[src/rtl/me_pe_array_sched_pkg.sv]
`default_nettype none
// ============================================================================
// me_sched_pkg : shared types and constants for the ME PE-array scheduler
// Rev 1.0
// ============================================================================
package me_sched_pkg;

    typedef enum logic [2:0] {
        ST_IDLE      = 3'd0,
        ST_LOAD      = 3'd1,
        ST_SEARCH    = 3'd2,
        ST_WAIT_LOAD = 3'd3,
        ST_DRAIN     = 3'd4,
        ST_DONE      = 3'd5
    } sched_state_t;

    localparam logic CB_A     = 1'b1;
    localparam logic CB_B     = 1'b0;
    localparam logic REF_ADJ1 = 1'b0;
    localparam logic REF_ADJ8 = 1'b1;

    // Index width that never collapses to zero bits.
    function automatic int idx_w(input int n);
        return (n <= 1) ? 1 : $clog2(n);
    endfunction

endpackage
`default_nettype wire

[src/rtl/me_pe_array_sched_if.sv]
`default_nettype none
// ============================================================================
// me_pe_array_sched_if : job handshake, PE control lines and SAD tag bundle
// Rev 1.0
// ============================================================================
interface me_pe_array_sched_if #(
    parameter int SEARCH_W  = 8,
    parameter int SEARCH_H  = 8,
    parameter int NUM_PAIRS = 2
) ();
    import me_sched_pkg::*;

    localparam int CAND_W = idx_w(SEARCH_W * SEARCH_H);
    localparam int CB_W   = idx_w(2 * NUM_PAIRS);

    logic              start;
    logic              abort;
    logic              cur_valid;
    logic              cur_ready;
    logic              in_curr_enable;
    logic              CB_select;
    logic [1:0]        abs_Control;
    logic              change_ref;
    logic              ref_input_Control;
    logic              sad_valid;
    logic [CAND_W-1:0] cand_idx;
    logic [CB_W-1:0]   cb_idx;
    logic              busy;
    logic              done;

    modport master (
        input  start, abort, cur_valid,
        output cur_ready, in_curr_enable, CB_select, abs_Control, change_ref,
               ref_input_Control, sad_valid, cand_idx, cb_idx, busy, done
    );

    modport slave (
        output start, abort, cur_valid,
        input  cur_ready, in_curr_enable, CB_select, abs_Control, change_ref,
               ref_input_Control, sad_valid, cand_idx, cb_idx, busy, done
    );

endinterface
`default_nettype wire

[src/rtl/me_cur_load_ctrl.sv]
`default_nettype none
// ============================================================================
// me_cur_load_ctrl : current-block pair loader (shared load counter + bank)
// Rev 1.0
// ============================================================================
module me_cur_load_ctrl
    import me_sched_pkg::*;
#(
    parameter int ARRAY_ROWS = 8
) (
    input  logic clk,
    input  logic rst_n,
    input  logic abort,
    input  logic load_begin,
    input  logic begin_bank,
    input  logic cur_valid,
    output logic cur_ready,
    output logic in_curr_enable,
    output logic load_bank,
    output logic load_done
);

    localparam int               CNT_W    = idx_w(ARRAY_ROWS);
    localparam logic [CNT_W-1:0] CNT_LAST = CNT_W'(ARRAY_ROWS - 1);

    logic             r_active;
    logic             r_bank;
    logic [CNT_W-1:0] r_cnt;
    logic             w_en;

    assign w_en           = cur_valid & r_active;
    assign cur_ready      = r_active;
    assign in_curr_enable = w_en;
    assign load_bank      = r_bank;
    assign load_done      = w_en && (r_cnt == CNT_LAST);

    // A new load request wins over the final enable of the previous load.
    always_ff @(posedge clk or negedge rst_n) begin
        if (!rst_n) begin
            r_active <= 1'b0;
            r_bank   <= 1'b0;
            r_cnt    <= '0;
        end else if (abort) begin
            r_active <= 1'b0;
            r_bank   <= 1'b0;
            r_cnt    <= '0;
        end else if (load_begin) begin
            r_active <= 1'b1;
            r_bank   <= begin_bank;
            r_cnt    <= '0;
        end else if (w_en) begin
            if (r_cnt == CNT_LAST) begin
                r_cnt    <= '0;
                r_active <= 1'b0;
            end else begin
                r_cnt <= r_cnt + CNT_W'(1);
            end
        end
    end

endmodule
`default_nettype wire

[src/rtl/me_pe_array_sched.sv]
`default_nettype none
// ============================================================================
// me_pe_array_sched : ME PE-array scheduler, double-buffered CB pair search
// Rev 1.0
// ============================================================================
module me_pe_array_sched
    import me_sched_pkg::*;
#(
    parameter int ARRAY_ROWS = 8,
    parameter int SEARCH_W   = 8,
    parameter int SEARCH_H   = 8,
    parameter int NUM_PAIRS  = 2
) (
    input  logic                 clk,
    input  logic                 rst_n,
    me_pe_array_sched_if.master  bus
);

    localparam int NUM_CAND = SEARCH_W * SEARCH_H;
    localparam int CAND_W   = idx_w(NUM_CAND);
    localparam int COL_W    = idx_w(SEARCH_W);
    localparam int PAIR_W   = idx_w(NUM_PAIRS);
    localparam int CB_W     = idx_w(2 * NUM_PAIRS);

    localparam logic [CAND_W-1:0] C_LAST    = CAND_W'(NUM_CAND - 1);
    localparam logic [COL_W-1:0]  COL_LAST  = COL_W'(SEARCH_W - 1);
    localparam logic [PAIR_W-1:0] PAIR_LAST = PAIR_W'(NUM_PAIRS - 1);

    sched_state_t      r_state;
    sched_state_t      w_next;
    logic [CAND_W-1:0] r_c;
    logic [COL_W-1:0]  r_col;
    logic              r_pass;
    logic [PAIR_W-1:0] r_pair;
    logic              r_search_bank;

    logic              r_sad_valid;
    logic [CAND_W-1:0] r_cand;
    logic [CB_W-1:0]   r_cb;

    logic w_load_begin, w_begin_bank;
    logic w_cur_ready, w_in_curr_enable, w_load_bank, w_load_done;
    logic w_pass_end, w_pair_end, w_last_pair, w_preload_ok;
    logic w_more_after_cur, w_more_after_next;
    logic w_busy, w_done, w_change_ref, w_ref_ctrl, w_cb_select;
    logic [1:0] w_abs;

    me_cur_load_ctrl #(
        .ARRAY_ROWS (ARRAY_ROWS)
    ) u_load (
        .clk            (clk),
        .rst_n          (rst_n),
        .abort          (bus.abort),
        .load_begin     (w_load_begin),
        .begin_bank     (w_begin_bank),
        .cur_valid      (bus.cur_valid),
        .cur_ready      (w_cur_ready),
        .in_curr_enable (w_in_curr_enable),
        .load_bank      (w_load_bank),
        .load_done      (w_load_done)
    );

    assign w_pass_end        = (r_state == ST_SEARCH) && (r_c == C_LAST);
    assign w_pair_end        = w_pass_end && r_pass;
    assign w_last_pair       = (r_pair == PAIR_LAST);
    // A preload finishing on the very last search cycle still counts as done.
    assign w_preload_ok      = !w_cur_ready || w_load_done;
    assign w_more_after_cur  = (int'(r_pair) + 1) < NUM_PAIRS;
    assign w_more_after_next = (int'(r_pair) + 2) < NUM_PAIRS;

    always_ff @(posedge clk or negedge rst_n) begin
        if (!rst_n) r_state <= ST_IDLE;
        else        r_state <= w_next;
    end

    always_comb begin
        w_next = r_state;
        case (r_state)
            ST_IDLE:      if (bus.start) w_next = ST_LOAD;
            ST_LOAD:      if (w_load_done) w_next = ST_SEARCH;
            ST_SEARCH: begin
                if (w_pair_end) begin
                    if (w_last_pair)        w_next = ST_DRAIN;
                    else if (!w_preload_ok) w_next = ST_WAIT_LOAD;
                end
            end
            ST_WAIT_LOAD: if (w_load_done) w_next = ST_SEARCH;
            ST_DRAIN:     w_next = ST_DONE;
            ST_DONE:      w_next = ST_IDLE;
            default:      w_next = ST_IDLE;
        endcase
        if (bus.abort) w_next = ST_IDLE;
    end

    // Preload of the next pair always targets the bank not being searched.
    always_comb begin
        w_load_begin = 1'b0;
        w_begin_bank = CB_A;
        if (!bus.abort) begin
            case (r_state)
                ST_IDLE: if (bus.start) begin
                    w_load_begin = 1'b1;
                    w_begin_bank = CB_A;
                end
                ST_LOAD: if (w_load_done && w_more_after_cur) begin
                    w_load_begin = 1'b1;
                    w_begin_bank = CB_B;
                end
                ST_SEARCH: if (w_pair_end && !w_last_pair && w_preload_ok && w_more_after_next) begin
                    w_load_begin = 1'b1;
                    w_begin_bank = r_search_bank;
                end
                ST_WAIT_LOAD: if (w_load_done && w_more_after_cur) begin
                    w_load_begin = 1'b1;
                    w_begin_bank = ~r_search_bank;
                end
                default: ;
            endcase
        end
    end

    always_ff @(posedge clk or negedge rst_n) begin
        if (!rst_n) begin
            r_c           <= '0;
            r_col         <= '0;
            r_pass        <= 1'b0;
            r_pair        <= '0;
            r_search_bank <= 1'b0;
        end else if (bus.abort || (r_state == ST_DONE)) begin
            r_c           <= '0;
            r_col         <= '0;
            r_pass        <= 1'b0;
            r_pair        <= '0;
            r_search_bank <= 1'b0;
        end else begin
            case (r_state)
                ST_LOAD: if (w_load_done) r_search_bank <= CB_A;
                ST_SEARCH: begin
                    if (r_c == C_LAST) begin
                        r_c   <= '0;
                        r_col <= '0;
                        if (!r_pass) begin
                            r_pass <= 1'b1;
                        end else begin
                            r_pass <= 1'b0;
                            if (!w_last_pair) begin
                                r_pair        <= r_pair + PAIR_W'(1);
                                r_search_bank <= ~r_search_bank;
                            end
                        end
                    end else begin
                        r_c   <= r_c + CAND_W'(1);
                        r_col <= (r_col == COL_LAST) ? '0 : r_col + COL_W'(1);
                    end
                end
                default: ;
            endcase
        end
    end

    always_comb begin
        w_busy       = (r_state != ST_IDLE);
        w_done       = (r_state == ST_DONE);
        w_change_ref = (r_state == ST_SEARCH);
        w_ref_ctrl   = REF_ADJ1;
        w_abs        = 2'b00;
        if (w_change_ref) begin
            w_ref_ctrl = (r_col == '0) ? REF_ADJ8 : REF_ADJ1;
            w_abs      = {r_search_bank == CB_B, r_pass};
        end
        w_cb_select = 1'b0;
        if (w_cur_ready)
            w_cb_select = w_load_bank;
        else if ((r_state == ST_SEARCH) || (r_state == ST_WAIT_LOAD))
            w_cb_select = r_search_bank;
    end

    // Tags trail change_ref by one cycle to line up with the PE ref_pix register.
    always_ff @(posedge clk or negedge rst_n) begin
        if (!rst_n) begin
            r_sad_valid <= 1'b0;
            r_cand      <= '0;
            r_cb        <= '0;
        end else if (bus.abort || !w_change_ref) begin
            r_sad_valid <= 1'b0;
            r_cand      <= '0;
            r_cb        <= '0;
        end else begin
            r_sad_valid <= 1'b1;
            r_cand      <= r_c;
            r_cb        <= CB_W'({r_pair, r_pass});
        end
    end

    assign bus.cur_ready         = w_cur_ready;
    assign bus.in_curr_enable    = w_in_curr_enable;
    assign bus.CB_select         = w_cb_select;
    assign bus.abs_Control       = w_abs;
    assign bus.change_ref        = w_change_ref;
    assign bus.ref_input_Control = w_ref_ctrl;
    assign bus.sad_valid         = r_sad_valid;
    assign bus.cand_idx          = r_cand;
    assign bus.cb_idx            = r_cb;
    assign bus.busy              = w_busy;
    assign bus.done              = w_done;

endmodule
`default_nettype wire
[src/flat_wrapper.sv]
// flat-port wrapper written by rule: the top's interface ports become plain ports
module me_pe_array_sched_flat import me_sched_pkg::*;
#(
    parameter int ARRAY_ROWS = 8,
    parameter int SEARCH_W   = 8,
    parameter int SEARCH_H   = 8,
    parameter int NUM_PAIRS  = 2
)
  (clk, rst_n, bus_start, bus_abort, bus_cur_valid, bus_cur_ready, bus_in_curr_enable, bus_CB_select, bus_abs_Control, bus_change_ref, bus_ref_input_Control, bus_sad_valid, bus_cand_idx, bus_cb_idx, bus_busy, bus_done);
  me_pe_array_sched_if #(.SEARCH_W(SEARCH_W), .SEARCH_H(SEARCH_H), .NUM_PAIRS(NUM_PAIRS)) bus_i ();
  input  logic clk;
  input  logic rst_n;
  input wire logic [$bits(bus_i.start)-1:0] bus_start;
  input wire logic [$bits(bus_i.abort)-1:0] bus_abort;
  input wire logic [$bits(bus_i.cur_valid)-1:0] bus_cur_valid;
  output wire logic [$bits(bus_i.cur_ready)-1:0] bus_cur_ready;
  output wire logic [$bits(bus_i.in_curr_enable)-1:0] bus_in_curr_enable;
  output wire logic [$bits(bus_i.CB_select)-1:0] bus_CB_select;
  output wire logic [$bits(bus_i.abs_Control)-1:0] bus_abs_Control;
  output wire logic [$bits(bus_i.change_ref)-1:0] bus_change_ref;
  output wire logic [$bits(bus_i.ref_input_Control)-1:0] bus_ref_input_Control;
  output wire logic [$bits(bus_i.sad_valid)-1:0] bus_sad_valid;
  output wire logic [$bits(bus_i.cand_idx)-1:0] bus_cand_idx;
  output wire logic [$bits(bus_i.cb_idx)-1:0] bus_cb_idx;
  output wire logic [$bits(bus_i.busy)-1:0] bus_busy;
  output wire logic [$bits(bus_i.done)-1:0] bus_done;
  assign bus_i.start = bus_start;
  assign bus_i.abort = bus_abort;
  assign bus_i.cur_valid = bus_cur_valid;
  assign bus_cur_ready = bus_i.cur_ready;
  assign bus_in_curr_enable = bus_i.in_curr_enable;
  assign bus_CB_select = bus_i.CB_select;
  assign bus_abs_Control = bus_i.abs_Control;
  assign bus_change_ref = bus_i.change_ref;
  assign bus_ref_input_Control = bus_i.ref_input_Control;
  assign bus_sad_valid = bus_i.sad_valid;
  assign bus_cand_idx = bus_i.cand_idx;
  assign bus_cb_idx = bus_i.cb_idx;
  assign bus_busy = bus_i.busy;
  assign bus_done = bus_i.done;
  me_pe_array_sched #(.ARRAY_ROWS(ARRAY_ROWS), .SEARCH_W(SEARCH_W), .SEARCH_H(SEARCH_H), .NUM_PAIRS(NUM_PAIRS)) u_core (.clk(clk), .rst_n(rst_n), .bus(bus_i));
endmodule
[config.mk]
export PLATFORM = sky130hd
export DESIGN_NAME = me_pe_array_sched_flat
export DESIGN_NICKNAME = d
export VERILOG_FILES = /design/src/rtl/me_pe_array_sched_pkg.sv /design/src/rtl/me_pe_array_sched_if.sv /design/src/rtl/me_cur_load_ctrl.sv /design/src/rtl/me_pe_array_sched.sv /design/src/flat_wrapper.sv
export SDC_FILE = /design/constraint.sdc
export NUM_CORES = 1
export LEC_CHECK = 0
export CAP_MARGIN = 20
export CORE_MARGIN = 2
export CORE_UTILIZATION = 46
export CTS_CLUSTER_SIZE = 30
export DETAILED_ROUTE_END_ITERATION = 7
export GPL_ROUTABILITY_DRIVEN = 0
export HOLD_SLACK_MARGIN = 0.1
export PLACE_DENSITY = 0.7
export SLEW_MARGIN = 20
export SYNTH_ARGS = -nofsm -noshare
export SYNTH_HDL_FRONTEND = slang
export SYNTH_HIERARCHICAL = 1
export SYNTH_SLANG_ARGS = --single-unit
[constraint.sdc]
create_clock -name clk -period 2 [get_ports clk]
set_clock_uncertainty 0.05 [all_clocks]
set_input_delay 0.4 -clock clk [delete_from_list [all_inputs] [get_ports clk]]
set_output_delay 0.4 -clock clk [all_outputs]
set_load 0.05 [all_outputs]
==> results.txt <==
The flow ran to the end, and the final reports show no timing, DRC or antenna violations. The worst path in the final design needs a cycle of 1930 ps, including I/O delays and setup. Synthesis produced a netlist with a net count of 156. STA classifies the critical path startpoint as a flip-flop.

The floorplan has 21 rows. The actual slew at the worst max-slew pin was 501 ps; the count of inserted antenna diode cells was 0. Among all flip-flop cells after synthesis, the most frequent one is sky130_fd_sc_hd__dfrtp_1. Setup repair after global routing could not meet its margin everywhere.

The number of optimization iterations in the first detailed-route pass is 4. For the H-tree depth, the log shows 2. The total cell area at the placement stage is 1930 sq um. The sequential-to-total area share from yosys stat is 47.2%. The critical path capture point type was a primary output.

Summing every instance area after synthesis gives 1540 sq um. In this run the static leakage power is 0.924 nW. Buffers placed on the I/O ports in this run total 22.

The later-pin clock latency in the skew report was 320 ps; the total number of vias was 1212. The tools report the remaining antenna violation count as 0. The signal on the critical path passes through nor2_2, nand2_2, nor3b_2, buf_12. Summed over all nets, the half-perimeter wirelength after detailed placement is 2230 microns. The maximum number of pins on one net before global-route repair came out at 30.

Once the floorplan was initialized, standard cells occupied 46.9% of the core. The number of synthesized register bits is 29. In this run the power density over the cells is 851 nW/um^2. The launching point of the worst reg2reg path was u_core/u_load/r_cnt[0]. The final cycle utilization of the critical path is 96.5%, and the final core utilization is 63.3%.

For this block, the routed nets add up to 3140 microns of wire. In this run the count of I/O pins placed on the die edge is 23. In this run the critical register-to-register path is captured at u_core/u_load/r_cnt[1].

The first global-routing pass estimated 4950 microns of wire. The count of final max-slew check failures was 0. TritonCTS built the clock tree. No sink is reached through more buffers than the 2 on the longest clock path. In the global route stage, overall resource usage came out at 18.1%.

The number of antenna violations at the first check in global routing is 0. The horizontal extent of the die works out to 61.8 microns. Measured against its own limit, the worst slew margin works out to 66.5%. The tools report the design area as 2080 sq um. VDD sags by at most 0.399 mV. The final-report setup violation count was 0; the total clock sinks was 29. In this run, synthesis inferred 0 flip-flops with an integrated enable. From bottom edge to top edge, the die measures 61.8 microns. The DRC violation total after the first TritonRoute iteration was 34; the fraction of layout cells with a size suffix above 1 was 31.5%. The net total in the final layout was 194; the overall power consumption was 0.00177 W.

The commonest non-fill, non-tap cell in the layout is sky130_fd_sc_hd__dfrtp_1. In this run, placement finished with an instance count of 218. The largest stage delay on the critical path is 430 ps, and the cell count after synthesis is 145. The clock slew at the register clock pins of the worst setup and hold paths is 100 ps. For the required time at the worst-slack endpoint, the log shows 1550 ps. The final number of hold-violating endpoints came out at 0. The die covers 3820 sq um. Share of synthesized flip-flops with an asynchronous set or reset: 100%. The tree is rooted in a sky130_fd_sc_hd__clkbuf_4.

The number of remaining DRC errors is 0, and the number of clock buffers inserted by TritonCTS is 5. For flop-to-flop paths, the worst setup slack is 80 ps. The length in cells of the worst reg-to-reg path was 10. Critical path's slowest cell: sky130_fd_sc_hd__dfrtp_1.

Final hold analysis gives a worst-case slack of 402 ps. The count of cells in the finished layout, fillers not included, comes to 230. The logs give 6 for the number of warnings issued by yosys and 3280 sq um for the core area. Global routing finished with a remaining overflow of 0. The number of global-route vias before repair is 1089. In this run the mean area of a mapped cell was 10.6 sq um.

Leaving out fill and tap cells, the most frequent cells in the layout are 27 x sky130_fd_sc_hd__dfrtp_1, 16 x sky130_fd_sc_hd__buf_4, 13 x sky130_fd_sc_hd__clkdlybuf4s50_1. The number of max-cap violations was 0; the upper clock frequency limit was 0.518 GHz. Counting distinct cell types in the post-synthesis netlist gives 50. After detailed routing, the average wire length per cell comes to 13.6 microns.

The classification of the worst-slack hold path was input pin to async pin. The critical path in this run is classified as flip-flop to primary output. The data arrival time at the worst-slack endpoint is 1480 ps, and the post-detailed-route via-to-cell ratio is 5.27. The largest fanout of any net on the critical path was 4. The area growth from synthesis to layout is 35.0%.
==> worst max-delay path by stage <==
stage	from	slack, ps	end	cells after the start
2_1_floorplan	u_core/r_state[2]	100	bus_CB_select	4
3_3_place_gp	bus_cur_valid	-20	u_core/u_load/r_cnt[0]	9
3_5_place_dp	bus_cur_valid	-90	u_core/u_load/r_cnt[1]	9
4_1_cts	u_core/r_state[2]	0.6	bus_CB_select	5
5_1_grt	u_core/u_load/r_cnt[1]	-30	u_core/u_load/load_bank	10
6_report	u_core/r_state[2]	70	bus_ref_input_Control	4
==> cells in the mapped netlist, types with 2 or more instances <==
cell type	instances	share of area, %
sky130_fd_sc_hd__a21bo_1	3	2.0
sky130_fd_sc_hd__a21oi_1	6	2.0
sky130_fd_sc_hd__a22o_1	3	1.7
sky130_fd_sc_hd__a32o_1	2	1.3
sky130_fd_sc_hd__and2_1	8	3.3
sky130_fd_sc_hd__buf_2	2	0.65
sky130_fd_sc_hd__buf_4	2	0.98
sky130_fd_sc_hd__buf_6	3	2.2
sky130_fd_sc_hd__dfrtp_1	29	47
sky130_fd_sc_hd__ha_1	6	4.9
sky130_fd_sc_hd__inv_1	4	0.98
sky130_fd_sc_hd__mux2i_1	2	1.3
sky130_fd_sc_hd__nand2_1	8	2.0
sky130_fd_sc_hd__nand2b_1	3	1.2
sky130_fd_sc_hd__nand3_1	6	2.0
sky130_fd_sc_hd__nand4_1	2	0.81
sky130_fd_sc_hd__nor2_1	11	2.7
sky130_fd_sc_hd__nor2b_1	3	1.2
sky130_fd_sc_hd__nor3_1	2	0.65
sky130_fd_sc_hd__o21ai_0	4	1.3
sky130_fd_sc_hd__o21ai_1	4	1.3
sky130_fd_sc_hd__or2_1	2	0.81
sky130_fd_sc_hd__xor2_1	3	1.7
==> per-stage QoR <==
stage	worst slack (ps)	setup TNS, ps
3_5_place_dp	-94.6	-265
4_1_cts	0.575	0
6_report	69.1	0
5_1_grt	-29.3	-45.8
3_3_place_gp	-17.7	-51.9
2_1_floorplan	97.3	0
==> report_power, final <==
group	internal, W	switching (W)	total (W)
registers	0.000631	0.0000478	0.000679
clock network	0.000204	0.000203	0.000406
logic	0.000297	0.000387	0.000684
total	0.00113	0.000638	0.00177
==> kinds of logic after synthesis <==
group,share of synthesized area (%)
AO/OA/AOI/OAI,16.4
XOR/XNOR,2.28
AND/OR/NAND/NOR,22.0
multiplexers,2.03
flip-flops,47.2
buffers and inverters,5.20
adder cells (fa/ha/maj),4.88
==> critical path: cells and delay by family (launching register included) <==
kind	cells	cell delay (ps)
buffers and inverters	1	170
DFF	1	430
and+or+nand+nor	3	560
==> layout make-up <==
class | instances | area [sq um]
Sequential cell | 29 | 728
Clock buffer | 7 | 65.1
Fill cell | 272 | 1210
Multi-Input combinational cell | 104 | 777
Timing Repair Buffer | 38 | 422
Inverter | 5 | 23.8
Tap cell | 46 | 57.6
Clock inverter | 1 | 5.00
==> per-layer routing <==
layer | vias to the layer above | global-route usage (%) | part of all wire (%)
li1 | 591 | - | -
met1 | 586 | 22.5 | 44
met2 | 29 | 28.9 | 51
met3 | 6 | 4.55 | 3.6
met4 | 0 | 10.0 | 1.6
met5 | - | 0 | 0
==> registers in the layout (all words and copies together), names as in the netlist <==
| register | cells |
|---|---|
| u_core/r_pair | 1 |
| u_core/u_load/cur_ready | 1 |
| u_core/r_col | 3 |
| u_core/bus.cand_idx | 6 |
| u_core/bus.sad_valid | 1 |
| u_core/r_search_bank | 1 |
| u_core/r_pass | 1 |
| u_core/u_load/load_bank | 1 |
| u_core/r_state | 3 |
| u_core/r_c | 6 |
| u_core/u_load/r_cnt | 3 |
| u_core/bus.cb_idx | 2 |
==> what timing repair did <==
| action | in CTS | in global routing |
|---|---|---|
| resized for setup | 4 | 12 |
| endpoints found under the setup margin | 5 | 6 |
| pin swaps | 0 | 3 |
| buffers inserted | 1 | 3 |
| hold buffers | 0 | 0 |
Note: power is estimated with default switching activity, not from simulation.
